==> src/rtl/sync_fwft_fifo_if.sv <==
// Producer/consumer bundle for the single-clock FWFT FIFO.
// The FIFO sits on the slave modport; the driver of both sides uses master.
interface sync_fwft_fifo_if #(
    parameter int DataWidth = 64,
    parameter int Deepth    = 8
);
    localparam int CntW = $clog2(Deepth) + 1;

    logic [DataWidth-1:0] wdata;
    logic                 wvalid;
    logic                 wready;
    logic [DataWidth-1:0] rdata;
    logic                 rvalid;
    logic                 rready;
    logic [CntW-1:0]      count;
    logic                 almost_full;
    logic                 almost_empty;

    modport master (
        output wdata, wvalid, rready,
        input  wready, rdata, rvalid, count, almost_full, almost_empty
    );

    modport slave (
        input  wdata, wvalid, rready,
        output wready, rdata, rvalid, count, almost_full, almost_empty
    );
endinterface

==> src/rtl/sync_fwft_fifo.sv <==
// Single-clock first-word-fall-through FIFO: RAM array behind a registered head.
// Count covers RAM entries plus the head register, so the RAM holds Count-1.
module sync_fwft_fifo #(
    parameter int DataWidth = 64,
    parameter int Deepth    = 8,
    parameter int AFullThr  = 6,
    parameter int AEmptyThr = 1
) (
    input  logic             clk_i,
    input  logic             rst_i,
    input  logic             flush_i,
    sync_fwft_fifo_if.slave  bus
);
    localparam int PtrW = $clog2(Deepth);
    localparam int CntW = PtrW + 1;
    localparam logic [CntW-1:0] Full = CntW'(Deepth);

    logic [DataWidth-1:0] mem_q [Deepth];

    logic [CntW-1:0]      count_q, count_d;
    logic [PtrW-1:0]      wr_ptr_q, wr_ptr_d;
    logic [PtrW-1:0]      rd_ptr_q, rd_ptr_d;
    logic [DataWidth-1:0] rdata_q, rdata_d;
    logic                 rvalid_q, rvalid_d;
    logic                 afull_q, afull_d;
    logic                 aempty_q, aempty_d;

    logic                 push;
    logic                 pop;
    logic                 ram_we;

    assign push = bus.wvalid & (count_q != Full);
    assign pop  = rvalid_q & bus.rready;

    always_comb begin
        count_d  = count_q;
        wr_ptr_d = wr_ptr_q;
        rd_ptr_d = rd_ptr_q;
        rdata_d  = rdata_q;
        rvalid_d = rvalid_q;
        ram_we   = 1'b0;

        if (flush_i) begin
            count_d  = '0;
            wr_ptr_d = '0;
            rd_ptr_d = '0;
            rvalid_d = 1'b0;
        end else begin
            if (push && !pop) begin
                count_d = count_q + CntW'(1);
            end else if (pop && !push) begin
                count_d = count_q - CntW'(1);
            end

            if (!rvalid_q) begin
                if (push) begin
                    rdata_d  = bus.wdata;
                    rvalid_d = 1'b1;
                end
            end else if (pop) begin
                // RAM non-empty: refill head from RAM; otherwise bypass the new word
                if (count_q > CntW'(1)) begin
                    rdata_d  = mem_q[rd_ptr_q];
                    rd_ptr_d = rd_ptr_q + PtrW'(1);
                    ram_we   = push;
                end else if (push) begin
                    rdata_d = bus.wdata;
                end else begin
                    rvalid_d = 1'b0;
                end
            end else begin
                ram_we = push;
            end

            if (ram_we) begin
                wr_ptr_d = wr_ptr_q + PtrW'(1);
            end
        end

        afull_d  = (count_d >= CntW'(AFullThr));
        aempty_d = (count_d <= CntW'(AEmptyThr));
    end

    always_ff @(posedge clk_i) begin
        if (rst_i) begin
            count_q  <= '0;
            wr_ptr_q <= '0;
            rd_ptr_q <= '0;
            rdata_q  <= '0;
            rvalid_q <= 1'b0;
            afull_q  <= 1'b0;
            aempty_q <= 1'b1;
        end else begin
            count_q  <= count_d;
            wr_ptr_q <= wr_ptr_d;
            rd_ptr_q <= rd_ptr_d;
            rdata_q  <= rdata_d;
            rvalid_q <= rvalid_d;
            afull_q  <= afull_d;
            aempty_q <= aempty_d;
        end
    end

    always_ff @(posedge clk_i) begin
        if (ram_we) begin
            mem_q[wr_ptr_q] <= bus.wdata;
        end
    end

    assign bus.wready       = (count_q != Full);
    assign bus.rdata        = rdata_q;
    assign bus.rvalid       = rvalid_q;
    assign bus.count        = count_q;
    assign bus.almost_full  = afull_q;
    assign bus.almost_empty = aempty_q;

    a_count_bound: assert property (
        @(posedge clk_i) disable iff (rst_i) count_q <= Full);
    a_no_push_full: assert property (
        @(posedge clk_i) disable iff (rst_i) !(ram_we && count_q == Full));
    a_no_pop_empty: assert property (
        @(posedge clk_i) disable iff (rst_i) !(pop && count_q == '0));
endmodule
==> src/flat_wrapper.sv <==
// flat-port wrapper written by rule: the top's interface ports become plain ports
module sync_fwft_fifo_flat 
#(
    parameter int DataWidth = 64,
    parameter int Deepth    = 8,
    parameter int AFullThr  = 6,
    parameter int AEmptyThr = 1
)
  (clk_i, rst_i, flush_i, bus_wdata, bus_wvalid, bus_rready, bus_wready, bus_rdata, bus_rvalid, bus_count, bus_almost_full, bus_almost_empty);
  sync_fwft_fifo_if #(.DataWidth(DataWidth), .Deepth(Deepth)) bus_i ();
  input  logic clk_i;
  input  logic rst_i;
  input  logic flush_i;
  input wire logic [$bits(bus_i.wdata)-1:0] bus_wdata;
  input wire logic [$bits(bus_i.wvalid)-1:0] bus_wvalid;
  input wire logic [$bits(bus_i.rready)-1:0] bus_rready;
  output wire logic [$bits(bus_i.wready)-1:0] bus_wready;
  output wire logic [$bits(bus_i.rdata)-1:0] bus_rdata;
  output wire logic [$bits(bus_i.rvalid)-1:0] bus_rvalid;
  output wire logic [$bits(bus_i.count)-1:0] bus_count;
  output wire logic [$bits(bus_i.almost_full)-1:0] bus_almost_full;
  output wire logic [$bits(bus_i.almost_empty)-1:0] bus_almost_empty;
  assign bus_i.wdata = bus_wdata;
  assign bus_i.wvalid = bus_wvalid;
  assign bus_i.rready = bus_rready;
  assign bus_wready = bus_i.wready;
  assign bus_rdata = bus_i.rdata;
  assign bus_rvalid = bus_i.rvalid;
  assign bus_count = bus_i.count;
  assign bus_almost_full = bus_i.almost_full;
  assign bus_almost_empty = bus_i.almost_empty;
  sync_fwft_fifo #(.DataWidth(DataWidth), .Deepth(Deepth), .AFullThr(AFullThr), .AEmptyThr(AEmptyThr)) u_core (.clk_i(clk_i), .rst_i(rst_i), .flush_i(flush_i), .bus(bus_i));
endmodule
==> config.mk <==
export PLATFORM = sky130hd
export DESIGN_NAME = sync_fwft_fifo_flat
export DESIGN_NICKNAME = d
export VERILOG_FILES = /design/src/rtl/sync_fwft_fifo_if.sv /design/src/rtl/sync_fwft_fifo.sv /design/src/flat_wrapper.sv
export SDC_FILE = /design/constraint.sdc
export NUM_CORES = 1
export LEC_CHECK = 0
export BUFFER_PORTS_ARGS = -buffer_cell sky130_fd_sc_hd__buf_2
export CORE_MARGIN = 2
export CORE_UTILIZATION = 60
export CTS_CLUSTER_DIAMETER = 120
export DETAILED_ROUTE_END_ITERATION = 12
export GPL_ROUTABILITY_DRIVEN = 0
export HOLD_SLACK_MARGIN = 0.02
export PLACE_DENSITY = 0.87
export SKIP_LAST_GASP = 1
export SYNTH_ARGS = -nofsm -noshare
export SYNTH_HDL_FRONTEND = slang
export SYNTH_SLANG_ARGS = --single-unit
==> constraint.sdc <==
create_clock -name clk_i -period 10.1 [get_ports clk_i]
set_clock_uncertainty 0.1 [all_clocks]
set_input_delay 0 -clock clk_i [delete_from_list [all_inputs] [get_ports clk_i]]
set_output_delay 0 -clock clk_i [all_outputs]
set_load 0.01 [all_outputs]
=== Yosys cells after proc, flatten, opt, wreduce, memory -nomap -nowiden ===
Memory sizes are Yosys's and may differ from the RTL's. A register that Yosys moved wholly into a read port is not among the register bits.
Index checks and enable logic that the tools add are counted.

* Memory bits (writable): 512
* Memories: 1
* Bits of input ports: 69
* Output and inout port bits: 72
* Word-level logic and storage cells: 47
* Bits in registers: 77

* Reduce and logical (&&, ||, !) cells: 7
* Add/sub/neg operators: 4
* Bitwise logic cells: 3
* Eq/ne operators: 2
* Multiplexer cells: 20
* Magnitude comparators: 3

{| class="wikitable"
|+ Memory list
! name !! depth !! bits a word !! read ports !! clocked after memory_dff !! write ports !! line !! text
|-
| u_core.mem_q || 8 || 64 || 1 || 1 || 1 || sync_fwft_fifo.sv:18 || <nowiki>logic [DataWidth-1:0] mem_q [Deepth];</nowiki>
|}

{| class="wikitable"
|+ Operators with widths
! operator !! count
|-
| two-way mux 64 bit || 4
|-
| two-way mux 4 bit || 3
|-
| two-way mux 1 bit || 11
|-
| adder 3 x 1 -> 3 bit, second input constant || 2
|-
| two-way mux 3 bit || 2
|-
| adder 4 x 1 -> 4 bit, second input constant || 1
|-
| greater-or-equal comparator 4 x 3 -> 1 bit, second input constant || 1
|-
| greater-than comparator 4 x 1 -> 1 bit, second input constant || 1
|-
| less-or-equal comparator 4 x 1 -> 1 bit, second input constant || 1
|-
| != test 4 bit, second input constant || 1
|-
| subtractor 4 x 1 -> 4 bit, second input constant || 1
|-
| AND reduction 3 bit || 1
|-
| bitwise AND 1 bit || 2
|-
| logical AND 1 bit || 2
|-
| logical NOT 1 bit || 2
|-
| != test 2 bit, second input constant || 1
|-
| AND reduction 2 bit || 1
|-
| OR reduction 2 bit || 1
|-
| inverter 1 bit || 1
|}

=== Depth between registers and ports, before layout ===
Gate-level depths: netlist of the first run.

* Depth after elaboration: 9
* Depth in mapped cells: 10
* Depth with buffers taken out: 7

=== Worst setup path after synthesis of the first run ===
No wires, ideal clock.

* Path type: register -> register
* From: reg u_core.count_q[0], in the netlist u_core.bus.count[0]
* To: mem u_core.mem_q[0][0], enable pin
* Path slack: 1243 ps
* Clock period less this slack: 8857 ps
* Data arrival time: 8091 ps
* Buffers on the path: 2
* Stages on the path, launching flop included: 9
* Data required time: 9334 ps
* Setup time: 666 ps
* Cell sequence: dfxtp_1 -> inv_1 -> ha_1 -> nand3b_4 -> and2_1 -> buf_2 -> buf_2 -> o21ai_2 -> nor4b_1

* Cells in the longest elaborated chain, start to end: 9
* Elaborated cells on any way between the ends: 10
* Classes of those cells: 1 x order compare; 1 x eq/ne; 7 x mux; 1 x bitwise

{| class="wikitable"
|+ RTL lines
! what !! line !! text
|-
| from (decl) || sync_fwft_fifo.sv:20 || <nowiki>logic [CntW-1:0] count_q, count_d;</nowiki>
|-
| from (signal assigned) || sync_fwft_fifo.sv:94 || <nowiki>count_q <= count_d;</nowiki>
|-
| != test 4 bit * || n/a ||
|-
| named net bus_wready || flat_wrapper.sv:17 || <nowiki>output wire logic [$bits(bus_i.wready)-1:0] bus_wready;</nowiki>
|-
| bitwise AND 1 bit * || sync_fwft_fifo.sv:32 || <nowiki>assign push = bus.wvalid & (count_q != Full);</nowiki>
|-
| two-way mux 1 bit || sync_fwft_fifo.sv:62 || <nowiki>if (count_q > CntW'(1)) begin</nowiki>
|-
| two-way mux 1 bit * || sync_fwft_fifo.sv:60 || <nowiki>end else if (pop) begin</nowiki>
|-
| two-way mux 1 bit * || sync_fwft_fifo.sv:55 || <nowiki>if (!rvalid_q) begin</nowiki>
|-
| two-way mux 1 bit * (2 in a row) || sync_fwft_fifo.sv:43 || <nowiki>if (flush_i) begin</nowiki>
|-
| two-way mux 1 bit * || sync_fwft_fifo.sv:105 || <nowiki>if (ram_we) begin</nowiki>
|-
| two-way mux 1 bit (not written as such) * || sync_fwft_fifo.sv:106 || <nowiki>mem_q[wr_ptr_q] <= bus.wdata;</nowiki>
|-
| to (decl) || sync_fwft_fifo.sv:18 ||
|}

Mark *: on every way through the listed nets, which the timed path passes. The rest lies on a longest branch. The select of a mux whose other input is x is not followed.

=== Final worst setup path of the first run ===
* From: reg u_core.count_q[0], in the netlist u_core.bus.count[0]
* To: mem u_core.mem_q[5][48], enable pin

* Cells in the longest elaborated chain, start to end: 9
* Elaborated cells on any way between the ends: 10
* Classes of those cells: 1 x order compare; 1 x eq/ne; 7 x mux; 1 x bitwise

{| class="wikitable"
|+ RTL lines
! what !! line
|-
| parallel branches: the longest is 3 deep, another holds greater-than comparator 4 x 1 -> 1 bit || n/a
|-
| two-way mux 1 bit * || sync_fwft_fifo.sv:60
|-
| two-way mux 1 bit * || sync_fwft_fifo.sv:55
|-
| two-way mux 1 bit * (2 in a row) || sync_fwft_fifo.sv:43
|-
| two-way mux 1 bit * || sync_fwft_fifo.sv:105
|-
| two-way mux 1 bit (not written as such) * || sync_fwft_fifo.sv:106
|}

Mark *: on every way between the ends. The select of a mux whose other input is x is not followed.

==> results of run 1 <==
## layout by cell type (no fill, tap or decap), drive strengths merged, types with 6 or more instances in the layout
cell type    instances
edfxtp             512
buf                163
a21oi              131
mux4               128
dfxtp               80
clkbuf              74
dlygate4sd3         70
mux2i               66
a22o                64
clkinv              24
nor2                20
nand2                6
## flip-flops by register name, summed over array words and instances (netlist names), named ones only
register                 flops
u_core.mem_q               512
u_core.bus.rdata            64
u_core.bus.count             4
u_core.rd_ptr_q              3
u_core.wr_ptr_q              3
u_core.bus.almost_empty      1
u_core.bus.almost_full       1
u_core.bus.rvalid            1
## kinds of logic after synthesis
logic type	synth area share (%)
flops	75.1
compound gates	5.90
mux	15.7
buf+inv	1.44
simple gates	1.29
xor+xnor	0.271
fa+ha+maj	0.277
## power by group through the flow
stage	logic (mW)	clock network [mW]	registers, mW
floorplan	0.0572	0	2.74
global placement	0.136	0	2.73
detailed placement	0.142	0	2.73
finish	0.167	2.04	2.68
global route	0.181	2.16	2.68
CTS	0.166	2.06	2.68
## metal layers
metal  part of all wire, %  vias to the layer above  track usage [%]  routed length [microns]
li1                      -                     5133                -                        -
met5                 0.044                        -                0                       22
met2                    52                      638             44.5                    25800
met1                    38                     6173             34.1                    18900
met3                   7.4                      112             4.75                     3700
met4                   3.2                        4             9.58                     1580
## through the flow
stage,area [sq um],setup slack (ps),hold WS [ps],power [mW],utilization [%]
after floorplan,22600,1240,-30.9,2.80,-
after CTS,26400,5640,103,4.91,70.5
after detailed placement,23900,5680,181,2.87,63.9
after global routing,26400,5430,141,5.02,70.5
final,26400,5630,134,4.89,70.5
after global placement,23900,5880,168,2.87,63.9
## final cells by class
class / count / area (sq um)
diodes: 1 / 2.50
clock buffers: 74 / 1530
clock inverters: 29 / 245
fillers: 2178 / 11000
inverters: 2 / 7.51
multi-input cells: 469 / 5360
flip-flops and latches: 592 / 17000
well taps: 511 / 639
repair buffers: 233 / 1590
## critical path: stages (launching register included)
cell and delay (ps):
dfxtp_1 490, inv_1 100, ha_1 300, nand3b_4 140, and2_4 770, o211ai_1 530
nor2_4 1000, buf_4 610
## synth_stat cells, types with 3 or more instances
cell type  count  area share (%)
nor3_1         4           0.089
clkbuf_1      38            0.63
nor2b_1        4            0.11
mux2i_1       66             2.9
a22o_1        64             2.5
buf_2         29            0.64
mux4_2       128              13
nand3_1        4           0.089
ha_1           5            0.28
o211ai_1       3            0.10
nand2_1        6            0.10
buf_1          6            0.10
dfxtp_1       80             7.1
xor2_1         5            0.19
a21oi_1      130             2.9
edfxtp_1     512              68
nor2_1        20            0.33
## final timing paths
| check | to | slack [ps] | cells after the start |
|---|---|---|---|
| setup / recovery | u_core.mem_q[5][48] | 5630 | 7 |
| hold / removal | u_core.bus.almost_empty | 130 | 3 |
| setup reg to reg | u_core.mem_q[5][48] | 5630 | 7 |
| hold reg to reg | u_core.bus.rdata[23] | 370 | 1 |
## timing repair
item / CTS / global route
hold endpoints to repair: 607 / 0
gates resized for setup: 0 / 0
hold buffers: 70 / 0
==> run metrics, run 1 <==
status=finished clean; Post-synth EDFFs=512; Final Hold Viols=0; post-synthesis net count=1,211; actual slew at the worst max-slew pin=1120 ps; worst skew pair latency=600 ps; Ys Warns=0; WP data arrival=4590 ps; period utilization=44.3%; first-pass GRT wire length=75.0 mm; Achievable Freq=223 MHz; via count=12,100; Period minus WS final=4470 ps; RSZ-0062 raised after global routing=false; maxcap violations=0; crit start category=register; sequential area share after synthesis=75.1%; worst hold path type=in2reg; Pint=3.90 mW; DR pass1 iterations=5; min-delay src=rst_i; power share of the combinational group=3.4%; ys async rst share=0%; CP Class=reg2reg; setup bufs post-CTS=0; vias per cell=6.31; Critical Path Source=u_core.bus.count[0]; CTS Buffer Depth=3; Leak=8.59 nW; Non-Filler Instances=1,911; CP max FO=69; post-route ant nets=0; Clock Tree Root=clkbuf_16; Pwr Density=185 mW/mm^2; Switching Fraction=20.2%; DRC viols=0; Clk pwr share=41.8%; CTS sink cnt=592; layout net count=1,427; #FFs+latches synth=592; Area growth, synth to finish=16.6%; CTS buffer count=55; synthesized area=0.0226 sq mm; io pins=141; Die ar.=0.0392 sq mm; final setup vio count=0; syn avg cell area=19.9 sq um; CTS tree=yes; Mapped Cells=1,137; HPWL Detailed=26.5 mm; buffers added on ports=140; CP required=10,220 ps; Psw=988 uW; worst vdd ir=157 uV; DP Cell Count=1,737; initial antenna violation count=3; CP endpoint kind=register; worst r2r src=u_core.bus.count[0]; H-tree depth=2; Global Route Usage Sum=26.1%; Reg power frac=54.8%; Distinct cells, synth=41; drt wl/cell=26.2 microns; main flop type after synthesis=edfxtp_1; Final TNS setup=0 ps; die width=198 microns; share of layout cells above drive strength 1=28.1%; Slew HR=25.2%; starting DRC count in detailed routing=1,092; Core Region=0.0374 sq mm; GRT overflow=0; final wirelength=50.0 mm; Initial Utilization=60.4%; die height=198 microns; largest net degree at the start of global routing=97; Pins Over Slew Limit=0; Cell Rows=71; Clk pin slew, worst setup/hold paths=60 ps; vias in the first global route=12,400
Note: power is estimated with default switching activity, not from simulation.
==> run 2, diff against run 1 <==
--- a/config.mk
+++ b/config.mk
@@ -5,14 +5,15 @@
 export SDC_FILE = /design/constraint.sdc
 export NUM_CORES = 1
 export LEC_CHECK = 0
+export ABC_AREA = 1
 export BUFFER_PORTS_ARGS = -buffer_cell sky130_fd_sc_hd__buf_2
 export CORE_MARGIN = 2
-export CORE_UTILIZATION = 60
+export CORE_UTILIZATION = 55
 export CTS_CLUSTER_DIAMETER = 120
 export DETAILED_ROUTE_END_ITERATION = 12
 export GPL_ROUTABILITY_DRIVEN = 0
 export HOLD_SLACK_MARGIN = 0.02
-export PLACE_DENSITY = 0.87
+export PLACE_DENSITY = 0.84
 export SKIP_LAST_GASP = 1
 export SYNTH_ARGS = -nofsm -noshare
 export SYNTH_HDL_FRONTEND = slang
==> constraint.sdc (replaced) <==
create_clock -name clk_i -period 4.1 [get_ports clk_i]
set_clock_uncertainty 0.1 [all_clocks]
set_input_delay 0 -clock clk_i [delete_from_list [all_inputs] [get_ports clk_i]]
set_output_delay 0 -clock clk_i [all_outputs]
set_load 0.01 [all_outputs]
==> run 2 against run 1 <==
Sequential power is 150% higher. Register-to-register slack got worse by 5100 ps. Combinational power grew to 3.3 times the previous value. Largest power group unchanged. Largest cell class unchanged. Worst hold slack got worse by 0.53 ps. Fmax up 25%. Via count up 45%. Sequential share of layout area down 2.8 points. Count of clock-buffer cells in the layout grew 5.
==> run metrics, run 2 <==
CTS tree=yes; main flop type after synthesis=edfxtp_1; CP Class=reg2reg; most frequent cells in the layout=nand2_1, nand3_1, edfxtp_1; Tot Pwr=12.2 mW; CP required=4470 ps; FF-to-FF path depth=13; mux cell area share after synthesis=0%; CP peak stage delay=560 ps; initial antenna violation count=4; actual slew at the worst max-slew pin=1410 ps; area share of the largest cell type after synthesis=64.8%; Clk pin slew, worst setup/hold paths=60 ps; Non-Filler Instances=2,882; post-synth top area cell=edfxtp_1; WP data arrival=3950 ps; number of fill cells in the layout=3,007; Slew HR=6.22%; Pins Over Slew Limit=0; most common cell after layout, fill and taps aside=nand2_1; sequential area share after synthesis=71.6%; multi-input logic area=0.00613 sq mm; Post-synth EDFFs=512; #FFs+latches synth=592; maxcap violations=0; pre-CTS setup slack=967 ps; period utilization=87.2%; buffers added on ports=140; share of layout cells above drive strength 1=12.1%; CTS sink cnt=592; Adder-Cell Fraction of Synth Area=0.264%; setup bufs post-CTS=0; vias per cell=6.05; Clock Tree Root=clkbuf_16; Global Route Usage Sum=27.6%; HPWL Detailed=30.6 mm; CTS Buffer Depth=3; Setup WS post-layout=523 ps; vias in the first global route=17,300; CP endpoint kind=register; Period minus WS final=3580 ps; die width=212 microns; Distinct cells, synth=26; Compound-Gate Fraction of Synth Area=1.80%; drt wl/cell=21.3 microns; worst r2r src=u_core.bus.count[0]; Post-synth top cells=nand2_1, nand3_1, edfxtp_1, dfxtp_1, clkbuf_1; Cell Rows=76; DRC viols=0; H-tree depth=2; Simple-Gate Fraction of Synth Area=23.3%; largest family of logic cells by synthesized area=simple AND/OR/NAND/NOR gates; via count=17,400; post-synthesis net count=2,198; ys async rst share=0%; Area growth, synth to finish=16.1%; synthesized area=0.0237 sq mm; Mapped Cells=2,124; die height=212 microns; Achievable Freq=280 MHz; Min-Delay Path Depth=2; Core Region=0.0428 sq mm; CP max FO=8; layout net count=2,362; worst hold path type=in2reg; xor/xnor cell area share of the yosys netlist=0.0738%; final setup vio count=0; R2R setup slack=520 ps; syn avg cell area=11.2 sq um; RSZ-0062 raised after global routing=false; most common cell in the netlist=nand2_1; reg2reg end=u_core.bus.almost_full; Area contributors post-synth=edfxtp_1, nand2_1, nand3_1, dfxtp_1, a21oi_1; Initial Utilization=55.4%; Leak=10.2 nW; post-route cell area=0.0275 sq mm; Top reg by flops=u_core.mem_q; GRT overflow=0; worst skew pair latency=600 ps; first-pass GRT wire length=94.7 mm; hold slack=134 ps; Final Hold Viols=0; post-route ant nets=0; crit start category=register; Ys Warns=0; Pwr Density=444 mW/mm^2; chain of cells forming the critical path=inv_1 -> ha_1 -> nand3_2 -> nand3_1 -> nor2_1 -> nor2_1 -> nand3_1 -> dlygate4sd3_1 -> nand2_1 -> dlygate4sd3_1 -> nand2_1 -> nor2_1 -> dlygate4sd3_1; status=finished clean; DR pass1 iterations=6; DP Cell Count=2,703; Hold Buf Count CTS=75; CTS buffer count=54; end of the worst hold path=u_core.mem_q[3][32]; post-CTS sizing=0; CP max stage cell=dlygate4sd3_1; worst vdd ir=335 uV; DP Area=0.0250 sq mm; final wirelength=61.5 mm; largest net degree at the start of global routing=257; starting DRC count in detailed routing=2,569; io pins=141; min-delay src=bus_wdata[32]; max reg flops=512; FF/Latch Area=0.0170 sq mm; Die ar.=0.0448 sq mm
## run 2: changes by cell type in the layout (fill, tap and decap cells not counted), moves of 13 or more
cell     change
nand2_1    +720
nand3_1    +521
mux4_2     -128
a21oi_1     -72
mux2i_1     -66
a22o_1      -64
inv_1       +14
buf_12      +13
## run 2: worst max path at each step
stage,from,end,slack (ps)
floorplan,u_core.bus.count[0],u_core.mem_q[1][0],-690
global placement,u_core.bus.count[0],u_core.mem_q[1][60],1020
detailed placement,u_core.bus.count[0],u_core.mem_q[2][49],970
CTS,u_core.bus.count[0],u_core.bus.almost_full,710
global route,u_core.bus.count[0],u_core.bus.almost_full,310
finish,u_core.bus.count[0],u_core.bus.almost_full,520
## run 2: worst max-delay path, delay by kind of cell, from the launching register on
| kind | cells | cell delay [ps] |
|---|---|---|
| buf+inv | 4 | 1760 |
| simple gates | 8 | 840 |
| flops | 1 | 460 |
| fa+ha+maj | 1 | 280 |
## run 2: per-stage QoR
| stage | utilization, % | setup TNS (ps) |
|---|---|---|
| 2_1_floorplan | - | -224000 |
| 3_3_place_gp | 58.4 | 0 |
| 5_1_grt | 64.4 | 0 |
| 3_5_place_dp | 58.4 | 0 |
| 6_report | 64.4 | 0 |
| 4_1_cts | 64.3 | 0 |
## run 2: power by group
group	switching, mW	internal (mW)	total [mW]	leakage [nW]
logic	0.368	0.191	0.559	4.04
registers	0.0334	6.58	6.62	5.26
clock network	2.13	2.91	5.04	0.863
## run 2: cell type report
cell class / count / area share (%)
multi-input cells: 1370 / 22.3
clock buffers: 79 / 5.58
inverters: 22 / 0.327
clock inverters: 21 / 0.845
well taps: 546 / 2.48
repair buffers: 248 / 6.81
flip-flops and latches: 592 / 61.7
diodes: 4 / 0.0363
## run 2: cells by family (layout without fill, tap and decap cells)
logic type	count (synthesis)	count (layout)
other	0	4
AND/OR/NAND/NOR	1288	1288
buffers and inverters	162	370
AO/OA/AOI/OAI	75	75
flip-flops	592	592
XOR/XNOR	2	2
adder cells (fa/ha/maj)	5	5
## run 2: per-layer routing
metal,up-vias,track usage [%],routed length [microns]
met5,-,0,0
met4,0,13.7,2330
met3,202,5.06,5960
met2,1075,45.7,30400
met1,8397,35.3,22800
li1,7756,-,-
